<file path="src/rtl/reorder_buffer_pkg.sv">
// reorder_buffer_pkg: shared ROB sizing and entry type codes used by decoder and ROB.
package reorder_buffer_pkg;
  localparam int RB_DEPTH = 16;
  localparam int RB_TAG_W = $clog2(RB_DEPTH);
  localparam int RB_DATA_W = 32;
  typedef enum logic [2:0] {
    T_ALU    = 3'b000,
    T_BRANCH = 3'b001,
    T_STORE  = 3'b010,
    T_LOAD   = 3'b011,
    T_JUMP   = 3'b100
  } rob_type_e;
  function automatic logic writes_rf(rob_type_e t);
    return t == T_ALU || t == T_LOAD || t == T_JUMP;
  endfunction
  function automatic logic is_ctrl(rob_type_e t);
    return t == T_BRANCH || t == T_JUMP;
  endfunction
endpackage

</file>
<file path="src/rtl/reorder_buffer.sv">
// reorder_buffer: in-order commit buffer with three writeback ports and mispredict flush.
module reorder_buffer
  import reorder_buffer_pkg::*;
#(
  parameter int ROB_DEPTH = RB_DEPTH,
  localparam int TW = $clog2(ROB_DEPTH),
  localparam int DW = RB_DATA_W,
  localparam int CW = $clog2(ROB_DEPTH + 1)
) (
  input  logic          clk,
  input  logic          rst,
  input  logic          rdy,
  input  logic          dec_enable,
  input  logic          dec_ready,
  input  logic [4:0]    dec_rd,
  input  logic [2:0]    dec_type,
  output logic [TW-1:0] rob_tag,
  output logic          rob_is_full,
  input  logic          alu_wb_valid,
  input  logic [TW-1:0] alu_wb_tag,
  input  logic [DW-1:0] alu_wb_value,
  input  logic          lsb_wb_valid,
  input  logic [TW-1:0] lsb_wb_tag,
  input  logic [DW-1:0] lsb_wb_value,
  input  logic          br_wb_valid,
  input  logic [TW-1:0] br_wb_tag,
  input  logic [DW-1:0] br_wb_value,
  input  logic          br_wb_mispredict,
  input  logic [DW-1:0] br_wb_target,
  output logic          rf_commit_valid,
  output logic [4:0]    rf_commit_rd,
  output logic [TW-1:0] rf_commit_tag,
  output logic [DW-1:0] rf_commit_value,
  output logic          store_commit_valid,
  output logic [TW-1:0] store_commit_tag,
  output logic          flush,
  output logic [DW-1:0] flush_pc
);
  logic [TW-1:0] head_q, head_d, tail_q, tail_d;
  logic [CW-1:0] count_q, count_d;
  logic [ROB_DEPTH-1:0] busy_q, busy_d, done_q, done_d, mis_q, mis_d;
  rob_type_e type_q [ROB_DEPTH];
  rob_type_e type_d [ROB_DEPTH];
  logic [4:0] rd_q [ROB_DEPTH];
  logic [4:0] rd_d [ROB_DEPTH];
  logic [DW-1:0] value_q [ROB_DEPTH];
  logic [DW-1:0] value_d [ROB_DEPTH];
  logic [DW-1:0] target_q [ROB_DEPTH];
  logic [DW-1:0] target_d [ROB_DEPTH];
  logic rf_valid_q, rf_valid_d, st_valid_q, st_valid_d, flush_q, flush_d;
  logic [4:0] rf_rd_q, rf_rd_d;
  logic [TW-1:0] rf_tag_q, rf_tag_d, st_tag_q, st_tag_d;
  logic [DW-1:0] rf_value_q, rf_value_d, flush_pc_q, flush_pc_d;
  logic alloc, commit;
  assign rob_tag = tail_q;
  assign rob_is_full = count_q == CW'(ROB_DEPTH);
  always_comb begin
    head_d = head_q;
    tail_d = tail_q;
    count_d = count_q;
    busy_d = busy_q;
    done_d = done_q;
    mis_d = mis_q;
    type_d = type_q;
    rd_d = rd_q;
    value_d = value_q;
    target_d = target_q;
    rf_valid_d = 1'b0;
    rf_rd_d = '0;
    rf_tag_d = '0;
    rf_value_d = '0;
    st_valid_d = 1'b0;
    st_tag_d = '0;
    flush_d = 1'b0;
    flush_pc_d = '0;
    alloc = rdy && dec_enable && !rob_is_full;
    commit = rdy && busy_q[head_q] && done_q[head_q];
    if (rdy) begin
      if (alu_wb_valid && busy_q[alu_wb_tag]) begin
        done_d[alu_wb_tag] = 1'b1;
        value_d[alu_wb_tag] = alu_wb_value;
      end
      if (lsb_wb_valid && busy_q[lsb_wb_tag]) begin
        done_d[lsb_wb_tag] = 1'b1;
        value_d[lsb_wb_tag] = lsb_wb_value;
      end
      if (br_wb_valid && busy_q[br_wb_tag]) begin
        done_d[br_wb_tag] = 1'b1;
        value_d[br_wb_tag] = br_wb_value;
        mis_d[br_wb_tag] = br_wb_mispredict;
        target_d[br_wb_tag] = br_wb_target;
      end
      if (commit) begin
        busy_d[head_q] = 1'b0;
        done_d[head_q] = 1'b0;
        head_d = head_q + 1'b1;
        rf_valid_d = writes_rf(type_q[head_q]) && rd_q[head_q] != 5'd0;
        rf_rd_d = rf_valid_d ? rd_q[head_q] : '0;
        rf_tag_d = rf_valid_d ? head_q : '0;
        rf_value_d = rf_valid_d ? value_q[head_q] : '0;
        st_valid_d = type_q[head_q] == T_STORE;
        st_tag_d = st_valid_d ? head_q : '0;
        flush_d = is_ctrl(type_q[head_q]) && mis_q[head_q];
        flush_pc_d = flush_d ? target_q[head_q] : '0;
      end
      if (alloc) begin
        busy_d[tail_q] = 1'b1;
        done_d[tail_q] = dec_ready;
        mis_d[tail_q] = 1'b0;
        type_d[tail_q] = rob_type_e'(dec_type);
        rd_d[tail_q] = dec_rd;
        value_d[tail_q] = '0;
        target_d[tail_q] = '0;
        tail_d = tail_q + 1'b1;
      end
      count_d = count_q + CW'(alloc) - CW'(commit);
      // A mispredict squashes everything younger, including this cycle's allocation.
      if (flush_d) begin
        busy_d = '0;
        done_d = '0;
        head_d = '0;
        tail_d = '0;
        count_d = '0;
      end
    end
  end
  always_ff @(posedge clk) begin
    if (rst) begin
      head_q <= '0;
      tail_q <= '0;
      count_q <= '0;
      busy_q <= '0;
      done_q <= '0;
      mis_q <= '0;
      rf_valid_q <= 1'b0;
      rf_rd_q <= '0;
      rf_tag_q <= '0;
      rf_value_q <= '0;
      st_valid_q <= 1'b0;
      st_tag_q <= '0;
      flush_q <= 1'b0;
      flush_pc_q <= '0;
    end else begin
      head_q <= head_d;
      tail_q <= tail_d;
      count_q <= count_d;
      busy_q <= busy_d;
      done_q <= done_d;
      mis_q <= mis_d;
      rf_valid_q <= rf_valid_d;
      rf_rd_q <= rf_rd_d;
      rf_tag_q <= rf_tag_d;
      rf_value_q <= rf_value_d;
      st_valid_q <= st_valid_d;
      st_tag_q <= st_tag_d;
      flush_q <= flush_d;
      flush_pc_q <= flush_pc_d;
    end
    type_q <= type_d;
    rd_q <= rd_d;
    value_q <= value_d;
    target_q <= target_d;
  end
  assign rf_commit_valid = rf_valid_q;
  assign rf_commit_rd = rf_rd_q;
  assign rf_commit_tag = rf_tag_q;
  assign rf_commit_value = rf_value_q;
  assign store_commit_valid = st_valid_q;
  assign store_commit_tag = st_tag_q;
  assign flush = flush_q;
  assign flush_pc = flush_pc_q;
endmodule

</file>
<file path="config.mk">
export PLATFORM = sky130hd
export DESIGN_NAME = reorder_buffer
export DESIGN_NICKNAME = d
export VERILOG_FILES = /design/src/rtl/reorder_buffer_pkg.sv /design/src/rtl/reorder_buffer.sv
export SDC_FILE = /design/constraint.sdc
export NUM_CORES = 2
export LEC_CHECK = 0
export CAP_MARGIN = 5
export CORE_UTILIZATION = 35
export CTS_BUF_LIST = sky130_fd_sc_hd__clkbuf_4 sky130_fd_sc_hd__clkbuf_8
export DETAILED_ROUTE_END_ITERATION = 16
export GPL_TIMING_DRIVEN = 0
export PLACE_DENSITY = 0.53
export SETUP_SLACK_MARGIN = 0.5
export SLEW_MARGIN = 20
export SYNTH_ARGS = -nofsm -noshare
export SYNTH_HDL_FRONTEND = slang
export SYNTH_SLANG_ARGS = --single-unit
export TNS_END_PERCENT = 10
</file>
<file path="constraint.sdc">
create_clock -name clk -period 7.8 [get_ports clk]
set_input_delay 1.56 -clock clk [delete_from_list [all_inputs] [get_ports clk]]
set_output_delay 1.56 -clock clk [all_outputs]
set_load 0.02 [all_outputs]
</file>
After elaboration in Yosys (flattened, before gate mapping) --
Index checks and enable logic that the tools add are counted.
Word-level totals: output and inout bits 85, input port bits 157, register bits after elaboration 1293, logic and storage cells 250
Operators by class: reduce and logical (&&, ||, !) cells 34, eq/ne operators 5, $lt $le $gt $ge 19, mux-type cells 88, add/subtract/negate cells 4, bitwise operators 22
Operators with widths (count):
- $mux 512 | 10
- $bwmux 512 | 4
- $and 512x512->512 | 2
- $demux 32 s4 | 4
- $not 512->512 | 1
- $mux 16 | 17
- $bmux 32 s4 | 2
- $mux 32 | 8
- $bwmux 80 | 1
- $or 16x16->16 | 4
- $and 16x16->16 | 3
- $bwmux 48 | 1
- $bwmux 16 | 2
- $not 16->16 | 2
- $ge 5x5->1 const B | 5
- $lt 4x5->1 const B | 5
- $not 4->5 | 5
- $bmux 1 s4 | 6
- $bmux 5 s4 | 1
- $demux 1 s4 | 5
- $demux 5 s4 | 1
- $ge 4x1->1 const B | 5
- $lt 5x1->1 const B | 4
- $mux 5 | 4
- 23 further kinds | 70

Longest topological paths before layout --
word-level depth 19, depth in mapped cells 18, depth with buffers taken out 15

Least setup slack after synthesis --
Ideal clock, no wire load.
path type input to register, start input rdy, end register count_q[4], data required time 7.670 ns, stages 15, path slack 3.657 ns, buffers on the path 1, data arrival time 4.014 ns, cell sequence inv_1 > a221o_1 > a2111o_1 > clkbuf_1 > inv_1 > ha_1 > inv_1 > ha_1 > fa_1 > a21oi_1 > o21bai_1 > xnor2_1 > and2_1 > o22ai_1 > a21oi_1
On the way: cells in the longest elaborated chain, start to end 5, elaborated cells on any way between the ends 9, those cells by class 2 x add/sub; 3 x mux; 4 x reduce/logical
Ends and longest elaborated chain:
- start: declaration | line reorder_buffer.sv:12 | input logic rdy,
- $logic_and 1x1->1 (on tied branches) (2 in a row) | line reorder_buffer.sv:76, reorder_buffer.sv:77
- $add 5x1->5 / $mux 1 (equally long branches) | line reorder_buffer.sv:116, reorder_buffer.sv:93
- $sub 5x1->5 / $mux 1 (equally long branches) | line reorder_buffer.sv:116, reorder_buffer.sv:78
- $mux 5 | line reorder_buffer.sv:118 | if (flush_d) begin
- end signal: assignment | line reorder_buffer.sv:146 | count_q <= count_d;
- end: declaration | line reorder_buffer.sv:40 | logic [CW-1:0] count_q, count_d;
Several ways; a longest one is shown, not always the timed one. The select of a mux whose other input is x is not followed. A chain may end at the register's enable or synchronous reset.

Worst setup path after layout --
start input rdy, end register value_q[149] (netlist name) (data pin)
On the way: cells in the longest elaborated chain, start to end 3
Ends and longest elaborated chain:
- $logic_and 1x1->1 (2 in a row) | line reorder_buffer.sv:76 | alloc = rdy && dec_enable && !rob_is_full;
- $mux 512 | line reorder_buffer.sv:106 | if (alloc) begin
- end signal: assignment | line reorder_buffer.sv:161 | value_q <= value_d;
- end: declaration | line reorder_buffer.sv:46 | logic [DW-1:0] value_q [ROB_DEPTH];
No other way between the ends.

==> impl_metrics.tcl <==
set metrics [dict create \
    max-cap-violations 1 \
    tritoncts_num_sinks 1293 \
    tritoncts "built" \
    worst_hold_startpoint "count_q[3]" \
    finalWirelength_um 334000 \
    initial_core_util_pct 35.3 \
    slowest_delay_ns 0.80 \
    syn_nets 7291 \
    r2r_setup_slack_ns 2.84 \
    nNetsFinal 7699 \
    fin_tns_setup_ns 0 \
    die-area_sq_um 213000 \
    static-leakage-power_nw 29.5 \
    headroom_to_the_max_slew_limit_pct -5.70 \
    synth_xor_area_share_pct 0.128 \
    timing.critical_path.fanout_max 128 \
    powerDensity_nw_per_um2 199 \
    delay_heaviest_family_cp "buffers and inverters" \
    placement.cell_area_sq_um 79700 \
    first_iteration_detailed_routing_drc_count 9467 \
    synth_edf_count 1152 \
    final-setup-viol-count 0 \
    worst_hold_path.endpoint "count_q[3]" \
    post_synth_main_area_contributors "edfxtp_1, mux4_2, a21oi_1, mux2i_1, nor2_1" \
    synth-async-reset-ratio_pct 0 \
    die_h_um 462 \
    ios 242 \
    seq_area_frac_synth_pct 50.5 \
    critPathBufInv 9 \
    synth.avg_cell_area_sq_um 10.4 \
    synth_area_sq_um 74100 \
    drc 0 \
    pwr-share-seq_pct 48.0 \
    yosys_warnings 0 \
    violations "max-capacitance violations, max-slew violations" \
    synth_top_cell_area_share_pct 46.7 \
    post-dp-hpwl_um 235000 \
    yosysTopAreaCell "edfxtp_1" \
    yosysUniqueCellTypes 61 \
    vias_per_cell 6.09 \
    cts.path.max_buffers 3 \
    core_sq_um 210000 \
    synthToLayoutAreaGrowth_pct 14.9 \
    grt_overflow 0 \
    synth-compound-area-share_pct 13.4 \
    post_synth_mux_area_share_pct 18.3 \
    timing.hold.worst_path_depth 2 \
    clock_insertion_delay_worst_skew_ns 1.13 \
    grt.total_usage_pct 30.6 \
    antenna_violating_nets_post_route 0 \
    fin_crit_ns 6.14 \
    min_period_over_period_pct 78.7 \
    power_mw 16.9 \
    placementRows 168 \
    numCtsBuffers 240 \
    die-width_um 462 \
    port_buffers 143 \
    worst_ep_required_time_ns 8.57 \
    syn-instance-count 7119 \
    synth_simple_gate_area_share_pct 12.7 \
    postSynth.topFlopCell "edfxtp_1" \
    place.gp.congestion 0.966 \
    rsz0062_at_grt "no" \
    timing_worst_slew_pin_value_ns 1.59 \
    finalInstanceArea_sq_um 85100 \
    whs_ns 0.472 \
    first_global_vias 61500 \
    synth_top_family_by_area "multiplexers" \
    r2r_start "head_q[1]" \
    synthAdderAreaFrac_pct 0.263 \
    layout-drive-gt1-share_pct 12.7 \
    endpoint_kind "register" \
    critical_path.slowest_cell "clkbuf_1" \
    run_status "finished, violations left" \
    final-hold-violation-count 0 \
    worst_r2r_path_depth 10 \
    timing.setup.critical_path_class "in -> reg" \
    ir_drop_mv 0.209 \
    launching_instance_or_port_of_the_critical_path "rdy" \
    postCtsHoldBufs 0 \
    wire_length_of_the_first_global_routing_pass_um 466000 \
    clk_root_buffer_cell "clkbuf_8" \
    largest_net_degree_at_the_start_of_global_routing 129 \
    kind_of_start_point_of_the_critical_path "input pin" \
    cp_common_cell "buf_16" \
    first_pass_iters 8 \
    switching_power_mw 4.42 \
    fin_skew_ns 0.0778 \
    clock_power_share_pct 44.0 \
    reg2reg_to "rf_commit_value[31]" \
    switching_share_pct 26.1 \
    timing.critical_path.cells "buf_16 -> buf_16 -> buf_16 -> buf_16 -> clkbuf_1 -> and3_1 -> clkbuf_1 -> nand3_1 -> inv_1 -> buf_2 -> clkbuf_1 -> nor2_1" \
    postSynthRegisterBits 1293 \
    h-tree-depth 4 \
    hold_path_class "reg -> reg" \
    fmax_mhz 163 \
    comb_power_share_pct 7.9 \
    detailroute.via_count 64400 \
    internal_power_mw 12.5 \
    antenna_found_initial 39 \
    drv_slew 11 \
    arrival_ns 6.91 \
    cts_resized 0 \
    post_cts_setup_buffers 0 \
    routed_wire_length_per_instance_um 31.6 \
    cts.reportedPaths.clkPinSlew_ns 0.06 \
    fillerInstances 20600 \
]
layer usage:
metal  vias up  wire length (um)  track usage [%]
li1      26900                 -                -
met1     32300            130000             40.2
met2      4350            146000             45.8
met3       825             38200             8.23
met4        12             19200             16.9
met5         -                73                0
power by group through the flow:
stage,Sequential [mW],Combinational (mW),Clock [mW]
5_1_grt,8.15,1.44,7.77
6_report,8.13,1.34,7.45
3_3_place_gp,8.73,1.26,0
2_1_floorplan,8.18,0.820,0
4_1_cts,8.12,1.31,7.48
3_5_place_dp,8.25,1.31,0
flip-flops by register name, indices dropped and copies added (netlist names), 4 cells and up:
register and count:
target_q 512, value_q 512, rd_q 80, type_q 48, flush_pc 32, rf_commit_value 32
busy_q 16, done_q 16, mis_q 16, count_q 5, rf_commit_rd 5, head_q 4
rf_commit_tag 4, rob_tag 4, store_commit_tag 4
synth_stat cells (5+ instances only):
cell type	instances
a211oi_1	512
a21oi_1	1046
a22oi_1	9
a2bb2oi_1	8
a32o_1	15
a32oi_1	16
and2_1	8
and3_1	24
buf_1	168
buf_2	41
buf_4	6
buf_6	6
clkbuf_1	636
dfxtp_1	141
edfxtp_1	1152
ha_1	14
inv_1	41
mux2_2	10
mux2i_1	515
mux4_2	367
nand2_1	1053
nand3_1	36
nand4_1	15
nand4b_1	8
nor2_1	1069
nor2b_1	47
nor2b_2	29
nor3_1	19
nor4_1	6
o211ai_1	5
o21ai_0	38
xnor2_1	5
cell usage in the layout (no fill, tap or decap), types with 23 or more instances in the layout:
master	Yosys	routed
a211oi_1	512	512
a21oi_1	1046	1046
and3_1	24	24
buf_1	168	158
buf_2	41	51
clkbuf_1	636	574
clkbuf_2	0	62
clkbuf_4	0	88
clkbuf_8	0	267
clkdlybuf4s50_1	0	142
clkinv_1	0	37
clkinv_2	0	31
dfxtp_1	141	141
diode_2	0	23
edfxtp_1	1152	1152
inv_1	41	41
mux2i_1	515	515
mux4_2	367	367
nand2_1	1053	1053
nand3_1	36	36
nor2_1	1069	1069
nor2b_1	47	47
nor2b_2	29	29
o21ai_0	38	38
kinds of logic after synthesis:
family / count (synthesis)
fa+ha+maj: 15
buf+inv: 900
simple gates: 2340
xor+xnor: 10
flops: 1293
compound gates: 1669
mux: 892
per-stage QoR:
step / utilization, % / std cells / worst slack (ns)
4_1_cts: 40.5 / 10500 / 1.83
3_3_place_gp: 37.6 / 10100 / -46.15
2_1_floorplan: - / 7119 / 3.66
5_1_grt: 40.5 / 10600 / 1.42
3_5_place_dp: 38.0 / 10100 / 0.709
6_report: 40.5 / 10600 / 1.66
how the worst max path moves through the flow:
stage                   endpoint  depth (start not counted)  slack, ns
global placement      count_q[4]                         16     -46.15
floorplan             count_q[4]                         15       3.66
finish              value_q[149]                         12       1.66
CTS                   count_q[4]                         19       1.83
detailed placement   value_q[20]                         13       0.71
global route          count_q[4]                         19       1.42
worst register-to-register path: cells and delay by family, from the launching register on:
kind	cells	cell delay [ns]
multiplexers	2	0.91
AND/OR/NAND/NOR	1	0.22
flip-flops	1	0.37
buffers and inverters	7	3.20
cell type report:
cell class / count / area, sq um / area share, %
clock buffer: 355 / 4340 / 5.09
multi-input combinational: 4926 / 33200 / 39.0
sequential: 1293 / 37400 / 44.0
inverter: 42 / 158 / 0.185
buffer: 858 / 3450 / 4.05
tap: 2805 / 3510 / 4.12
clock inverter: 99 / 986 / 1.16
antenna: 23 / 57.6 / 0.0676
timing repair buffer: 166 / 2060 / 2.42
Note: power is estimated with default switching activity, not from simulation.
